===== config.mk =====
export PLATFORM = sky130hd
export DESIGN_NAME = serial_alu_sequencer
export DESIGN_NICKNAME = d
export VERILOG_FILES = /design/src/rtl/serial_alu_sequencer.sv
export SDC_FILE = /design/constraint.sdc
export NUM_CORES = 1
export LEC_CHECK = 0
export CORE_ASPECT_RATIO = 0.75
export CORE_MARGIN = 2
export CORE_UTILIZATION = 45
export CTS_CLUSTER_SIZE = 12
export DETAILED_ROUTE_END_ITERATION = 10
export MAX_ROUTING_LAYER = met4
export PLACE_DENSITY_LB_ADDON = 0.08
export SYNTH_ARGS = -nofsm -noshare
export SYNTH_HDL_FRONTEND = slang
export SYNTH_SLANG_ARGS = --single-unit

===== constraint.sdc =====
create_clock -name clk -period 2.2 [get_ports clk]
set_input_delay 0.33 -clock clk [delete_from_list [all_inputs] [get_ports clk]]
set_output_delay 0.33 -clock clk [all_outputs]
set_load 0.03 [all_outputs]

===== src/rtl/serial_alu_sequencer.sv =====
// Bit-serial ALU sequencer: feeds one operand bit pair per clock (LSB first) and collects the result.
// Optional signed-overflow output is enabled with `define SERIAL_ALU_OVF_EN.
module serial_alu_sequencer #(
  parameter int WIDTH = 8,
  parameter int CW    = 6
) (
  input  logic             clk,
  input  logic             rst_n,
  input  logic             in_valid,
  output logic             in_ready,
  input  logic [WIDTH-1:0] A,
  input  logic [WIDTH-1:0] B,
  input  logic [2:0]       S,
  output logic             out_valid,
  input  logic             out_ready,
  output logic [WIDTH-1:0] out,
  output logic             cout,
  output logic             zero,
`ifdef SERIAL_ALU_OVF_EN
  output logic             ovf,
`endif
  output logic             busy
);

  // state | meaning
  // IDLE  | waiting for an operand pair, in_ready=1
  // SHIFT | processing one bit per clock, LSB first
  // DONE  | result presented, waiting for out_ready
  typedef enum logic [1:0] {IDLE, SHIFT, DONE} state_t;

  localparam logic [CW-1:0] LAST = CW'(WIDTH - 1);

  state_t           state, state_nxt;
  logic [WIDTH-1:0] a_sr, b_sr, res_sr, res_nxt;
  logic [2:0]       op;
  logic             carry, carry_nxt;
  logic [CW-1:0]    count;
  logic             is_sub, is_arith, bit_a, bit_b, bit_r, last_step;

  assign is_sub    = (op == 3'b101);
  assign is_arith  = (op == 3'b100) || is_sub;
  assign bit_a     = a_sr[0];
  assign bit_b     = b_sr[0] ^ is_sub;
  assign carry_nxt = (bit_a & bit_b) | (bit_a & carry) | (bit_b & carry);
  assign res_nxt   = {bit_r, res_sr[WIDTH-1:1]};
  assign last_step = (count == LAST);

  always_comb begin
    bit_r = bit_a;
    case (op)
      3'b000:         bit_r = bit_a & b_sr[0];
      3'b001:         bit_r = bit_a | b_sr[0];
      3'b010:         bit_r = bit_a ^ b_sr[0];
      3'b011:         bit_r = ~bit_a;
      3'b100, 3'b101: bit_r = bit_a ^ bit_b ^ carry;
      default:        bit_r = bit_a;
    endcase
  end

  always_ff @(posedge clk or negedge rst_n) begin
    if (!rst_n) state <= IDLE;
    else        state <= state_nxt;
  end

  always_comb begin
    state_nxt = state;
    case (state)
      IDLE:    if (in_valid)  state_nxt = SHIFT;
      SHIFT:   if (last_step) state_nxt = DONE;
      DONE:    if (out_ready) state_nxt = IDLE;
      default: state_nxt = IDLE;
    endcase
  end

  always_comb begin
    in_ready  = (state == IDLE);
    busy      = (state != IDLE);
    out_valid = (state == DONE);
  end

  // Result registers update only on the final bit step so they hold through IDLE.
  always_ff @(posedge clk or negedge rst_n) begin
    if (!rst_n) begin
      a_sr   <= '0;
      b_sr   <= '0;
      res_sr <= '0;
      op     <= 3'b000;
      carry  <= 1'b0;
      count  <= '0;
      out    <= '0;
      cout   <= 1'b0;
      zero   <= 1'b0;
`ifdef SERIAL_ALU_OVF_EN
      ovf    <= 1'b0;
`endif
    end else begin
      case (state)
        IDLE: if (in_valid) begin
          a_sr  <= A;
          b_sr  <= B;
          op    <= S;
          carry <= (S == 3'b101);
          count <= '0;
        end
        SHIFT: begin
          a_sr   <= a_sr >> 1;
          b_sr   <= b_sr >> 1;
          res_sr <= res_nxt;
          count  <= count + CW'(1);
          if (is_arith) carry <= carry_nxt;
          if (last_step) begin
            out  <= res_nxt;
            zero <= (res_nxt == '0);
            cout <= is_arith & carry_nxt;
`ifdef SERIAL_ALU_OVF_EN
            ovf  <= is_arith & (carry ^ carry_nxt);
`endif
          end
        end
        default: ;
      endcase
    end
  end

endmodule

==> results.cfg <==
[run_status]
status = finished, final reports clean

[synth]
synth-edff-count = 0
synthArstFlopShare_pct = 100
avgSynthCellArea_um2 = 9.95
synthesis.nets = 231
synth_top_cell_by_area = dfrtp_1
ys_ff_latch = 45
syn_inst = 204
ys.flop_type = dfrtp_1
synth_area_leaders = dfrtp_1 (55%), nand2_1 (12%), a22oi_1 (4.4%), o21ai_0 (2.7%), mux2_2 (2.2%)
ys_types = 34
yosysWarnings = 0
synth_area_mm2 = 0.00203
yosys.area.top_type_share_pct = 55.5
seq_area_frac_synth_pct = 55.5

[cells_and_area]
nFillCells = 380
multi_input_comb_area_um2 = 837
layout-drive-gt1-share_pct = 9.50
final_cell_mix = nand2_1 (67), dfrtp_1 (45), clkdlybuf4s50_1 (34)
layoutNonFillerInstCount = 299
nNetsFinal = 268
area_growth_pct = 25.6
n_antenna_cell = 0
final_common_cell = nand2_1
seqCellArea_mm2 = 0.00113
final_util_pct = 58.1

[floorplan]
die-area_mm2 = 0.00507
io_pins = 36
initial_utilization_pct = 46.3
core_mm2 = 0.00439
row_count = 21
die_height_um = 62.2
die_w_um = 81.5

[worst_setup_path]
path_cells = nor2_1 > clkdlybuf4s50_1
path_class = reg -> out
end_kind = primary output
rr_startpoint = op[1]$_DFFE_PN0P_
cp-start-kind = flop
crit_fanout = 5
ff2ff_path_depth = 7
cpLargestDelayFamily = buffers and inverters
worst_r2r_endpoint = res_sr[7]$_DFFE_PN0P_
max_stage_delay_ns = 0.70
arrival_ns = 1.60
regToRegSetupSlack_ns = 0.28
worst_path_max_delay_cell = clkdlybuf4s50_1
crit_required_ns = 1.87
cp.buffers_inverters = 1

[global_routing]
grtUsageTotal_pct = 18.0
overflow = 0
grt_pass1_vias = 1527
grt_max_degree = 46
antenna_found_initial = 0
grt_pass1_wl_um = 6890

[clocking]
clockBufferDepth = 2
cts_root_buffer = clkbuf_8
cts_buffers = 5
cts.clk_slew.worst_paths_ns = 0.08
cts_hold_buffers = 0
cts_tree = yes
cts_resized = 0
cts_sinks = 45
htreeDepth = 2
insertion_delay_ns = 0.29
post_cts_buffers = 0

[routing]
drc = 0
vias = 1557
wl_per_cell_um = 13.1
ant_nets = 0
drt-total-wl_um = 3910
viasPerCell = 5.21
dr.pass1.iters = 4
initialDrtViolationCount = 86

[run]
drv_cap = 0

[timing]
rsz0062_at_grt = false
setup_viol = 0
timing.slew.headroom_pct = 37.4
tightest_slew_ns = 0.935
fin_skew_ns = 0.00511
period_share_pct = 87.6
fmax_mhz = 519
hold_violations = 0
period_needed_ns = 1.93
finalWorstSetupSlack_ns = 0.272
slew_violations = 0
finalSetupTns_ns = 0

[power]
ir_drop_v = 0.000778
leakagePower_uw = 0.00120
p_per_area_mw_per_mm2 = 1400

[place]
post-dp-hpwl_um = 2750
dp_cells = 291
post-place-ws_ns = 0.155
gp_congestion = 0.769
port_buffers = 35

[min_path]
hold_path_class = in -> async
==> metal layers <==
layer	routed length, µm	vias up	part of all wire, %	track usage [%]
li1	-	761	-	-
met1	1900	766	49	23.1
met2	1820	25	47	28.1
met3	154	5	3.9	4.80
met4	36	0	0.92	5.08
met5	0	-	0	-
==> power by group <==
group | switching (µW) | leakage [µW] | internal (µW)
clock network | 272 | 0.0000574 | 369
registers | 276 | 0.000575 | 1180
logic | 829 | 0.000568 | 638
total | 1380 | 0.00120 | 2180
==> logic make-up (layout without fill, tap and decap cells) <==
group                      Yosys count  after routing  share of synthesized area [%]
and+or+nand+nor                     96             96                           21.0
DFF                                 45             45                           55.5
AOI/OAI and AO/OA                   36             36                           11.9
buffers and inverters               14             52                           3.39
muxes                                8              8                           4.93
adders and majority gates            4              4                           2.84
xor gates and xnor gates             1              1                          0.432
==> Yosys cell counts (all sizes together), types with 5 or more instances <==
| cell | number |
|---|---|
| mux2 | 7 |
| buf | 6 |
| inv | 5 |
| a22oi | 12 |
| nor2b | 5 |
| nor2 | 9 |
| dfrtp | 45 |
| nand2 | 67 |
| o21ai | 11 |
==> sequential cells by signal, indices dropped and copies added, names as in the netlist <==
| name | cells |
|---|---|
| cout | 1 |
| b_sr | 8 |
| op | 3 |
| state | 2 |
| res_sr | 7 |
| zero | 1 |
| out | 8 |
| a_sr | 8 |
| carry | 1 |
| count | 6 |
==> metrics by stage <==
stage	total power [µW]	instance area, µm²	hold slack [ns]
finish	3560	2550	0.0952
floorplan	2460	2030	0.0344
global route	3850	2550	0.148
CTS	3600	2550	0.118
detailed placement	2950	2430	0.445
global placement	2890	2430	0.437
==> worst max path at each step <==
stage | to | cells past startpoint | from
6_report | in_ready | 2 | state[0]$_DFFE_PN0P_
5_1_grt | res_sr[7]$_DFFE_PN0P_ | 7 | op[1]$_DFFE_PN0P_
4_1_cts | in_ready | 2 | state[0]$_DFFE_PN0P_
3_5_place_dp | count[2]$_DFFE_PN0P_ | 5 | in_valid
3_3_place_gp | count[2]$_DFFE_PN0P_ | 5 | in_valid
2_1_floorplan | res_sr[7]$_DFFE_PN0P_ | 7 | op[1]$_DFFE_PN0P_
==> worst register-to-register path: cells and delay by family (launching register included) <==
kind	cells	cell delay (ns)
AND/OR/NAND/NOR	2	0.24
flip-flops	1	0.43
AO/OA/AOI/OAI	3	0.50
XOR/XNOR	1	0.15
adder cells (fa/ha/maj)	1	0.48
==> area by class of cell <==
class	instances	area share (%)
clock inverter	2	1.47
inverter	5	0.736
clock buffer	6	3.24
multi-input combinational	145	32.8
sequential	45	44.2
tap	57	2.80
timing repair buffer	39	14.7
Power figures use the tool's default switching activity.
==> patch: new RTL, same settings <==
The option `SERIAL_ALU_OVF_EN` is turned on by a define.
--- a/src/rtl/serial_alu_sequencer.sv
+++ b/src/rtl/serial_alu_sequencer.sv
@@ -1,4 +1,6 @@
 // Bit-serial ALU sequencer: feeds one operand bit pair per clock (LSB first) and collects the result.
 // Optional signed-overflow output is enabled with `define SERIAL_ALU_OVF_EN.
+`define SERIAL_ALU_OVF_EN
+
 module serial_alu_sequencer #(
   parameter int WIDTH = 8,
Behaviour (old outputs only; new: ovf): unchanged (Yosys induction, for registers that start in step).
==> patch against the original RTL <==
  * Worst setup slack got worse by 17 ps
  * Combinational power increased by 3%
  * Via count decreased by 2.2%
  * Cell area grew 1.0%
  * Total power fell by 0.96%
  * Area after synthesis grew 1.9%
  * Sequential cell count up 1
  * Largest power group unchanged
  * Routed wire length is 2.3% higher
  * Synthesized cell count is 0.98% higher
==> patch: results (changes against the original RTL) <==
| Metric | Value |
|---|---|
| Avg Vias per Cell | `5.04 (-3.2%)` |
| DRT Wirelength | `4000 um (+2.3%)` |
| FF+latch area | `1150 um2 (+2.2%)` |
| Gr usage total | `18.4% (+0.38 points)` |
| Synth top cells by count | `nand2_1 (68), dfrtp_1 (46), a22oi_1 (12)` |
| Worst Skew | `6.24 ps (+1.13 ps)` |
| Seq area share | `44.7% (+0.52 points)` |
| Buffers, non-clock | `40 (+2.6%)` |
| Non-clock buffering overhead | `15.5% (+0.72 points)` |
| Slew of the pin with the lowest slew margin | `885 ps (-49.9 ps)` |
| DRT iter0 DRCs | `98 (+14%)` |
| Ant. Diodes | `0 (unchanged)` |
| Leak Pwr | `0.00120 uW (-0.40%)` |
| Largest cells by area after synthesis | `dfrtp_1 (56%), nand2_1 (12%), a22oi_1 (4.4%)` |
| Filler cells | `415 (+9.2%)` |
| Placed Instances | `294 (+1.0%)` |
| Clock buffers | `7 (+1)` |
| GPL Wtd Cong | `0.744 (-3.4%)` |
| First-pass GRT wire length | `7080 um (+2.8%)` |
| Buffers on Ports | `36 (+2.9%)` |
| Top flop regs | `a_sr (8), b_sr (8), out (8)` |
| Layout net count | `271 (+1.1%)` |
| Pre-antenna DRT Iters | `4 (unchanged)` |
| Total number of multi-input combinational cells | `146 (+0.69%)` |
| Final HPWL DP | `2710 um (-1.5%)` |
| H-tree depth reported by CTS | `2 (unchanged)` |
| Vias | `1523 (-2.2%)` |
| DRC violations left | `0 (unchanged)` |
| Seq cells | `46 (+2.2%)` |
| Register area share after synthesis | `55.7% (+0.17 points)` |
| Layout cells sized above 1 | `8.98% (-0.52 points)` |
| Area of the multi-input gates | `845 um2 (+0.90%)` |
| Worst reg2reg setup slack | `300 ps (+20 ps)` |
| Synth Net Count | `233 (+0.87%)` |
| Syn Inst Count | `206 (+0.98%)` |
| VDD IR max | `682 uV (-12%)` |
| Status | `finished clean` |
| Pre-CTS setup slack | `164 ps (+9.71 ps)` |
| Crit path DAT | `1620 ps (+20 ps)` |
| ClkCell Share | `3.55% (-1.2 points)` |
| Area after DPL | `2480 um2 (+2.3%)` |
==> patch: cell types whose count changed in the layout (fill, tap and decap cells not counted), moves of 2 or more <==
cell	before	now
o31ai_1	3	5
a21oi_1	3	1
xor2_1	0	2
mux2_4	3	1
mux2_2	4	6
==> patch: logic make-up after synthesis <==
kind of cell	after synthesis	share of synthesized area, %
mux	7	3.99
buf+inv	14	3.51
xor+xnor	3	1.27
compound gates	37	12.3
fa+ha+maj	4	2.78
flops	46	55.7
simple gates	95	20.5
==> patch: where the power goes <==
| group | leakage, uW | total (uW) | internal (uW) | switching, uW |
|---|---|---|---|---|
| combinational | 0.000559 | 1520 | 665 | 855 |
| sequential | 0.000588 | 1480 | 1200 | 279 |
| clock | 0.0000482 | 527 | 254 | 273 |
| total | 0.00120 | 3530 | 2120 | 1410 |
==> patch: worst max-delay path by stage <==
stage	startpoint	endpoint	slack [ps]	depth (start not counted)
floorplan	op[1]	res_sr[7]	480	7
global placement	in_valid	count[2]	200	5
detailed placement	in_valid	count[2]	160	5
CTS	state[1]	in_ready	240	2
global route	op[2]	res_sr[7]	100	7
finish	state[1]	in_ready	250	2
==> patch: metal layers <==
layer	vias up	share of wire, %	GRT usage, %
met5	-	0	-
met4	0	1.2	6.25
met2	30	42	25.1
li1	772	-	-
met3	4	4.3	4.48
met1	717	52	26.7
==> patch: worst reg2reg max path: cells and delay by family, from the launching register on <==
| family | cells | cell delay [ps] |
|---|---|---|
| xor gates and xnor gates | 1 | 150 |
| and+or+nand+nor | 2 | 230 |
| adders and majority gates | 1 | 480 |
| AOI/OAI and AO/OA | 3 | 490 |
| DFF | 1 | 420 |
==> patch: stage by stage <==
step	hold slack, ps	util [%]
detailed placement	339	55.9
floorplan	34.4	-
CTS	17.1	58.0
global route	39.3	58.0
global placement	340	55.9
finish	5.36	58.0
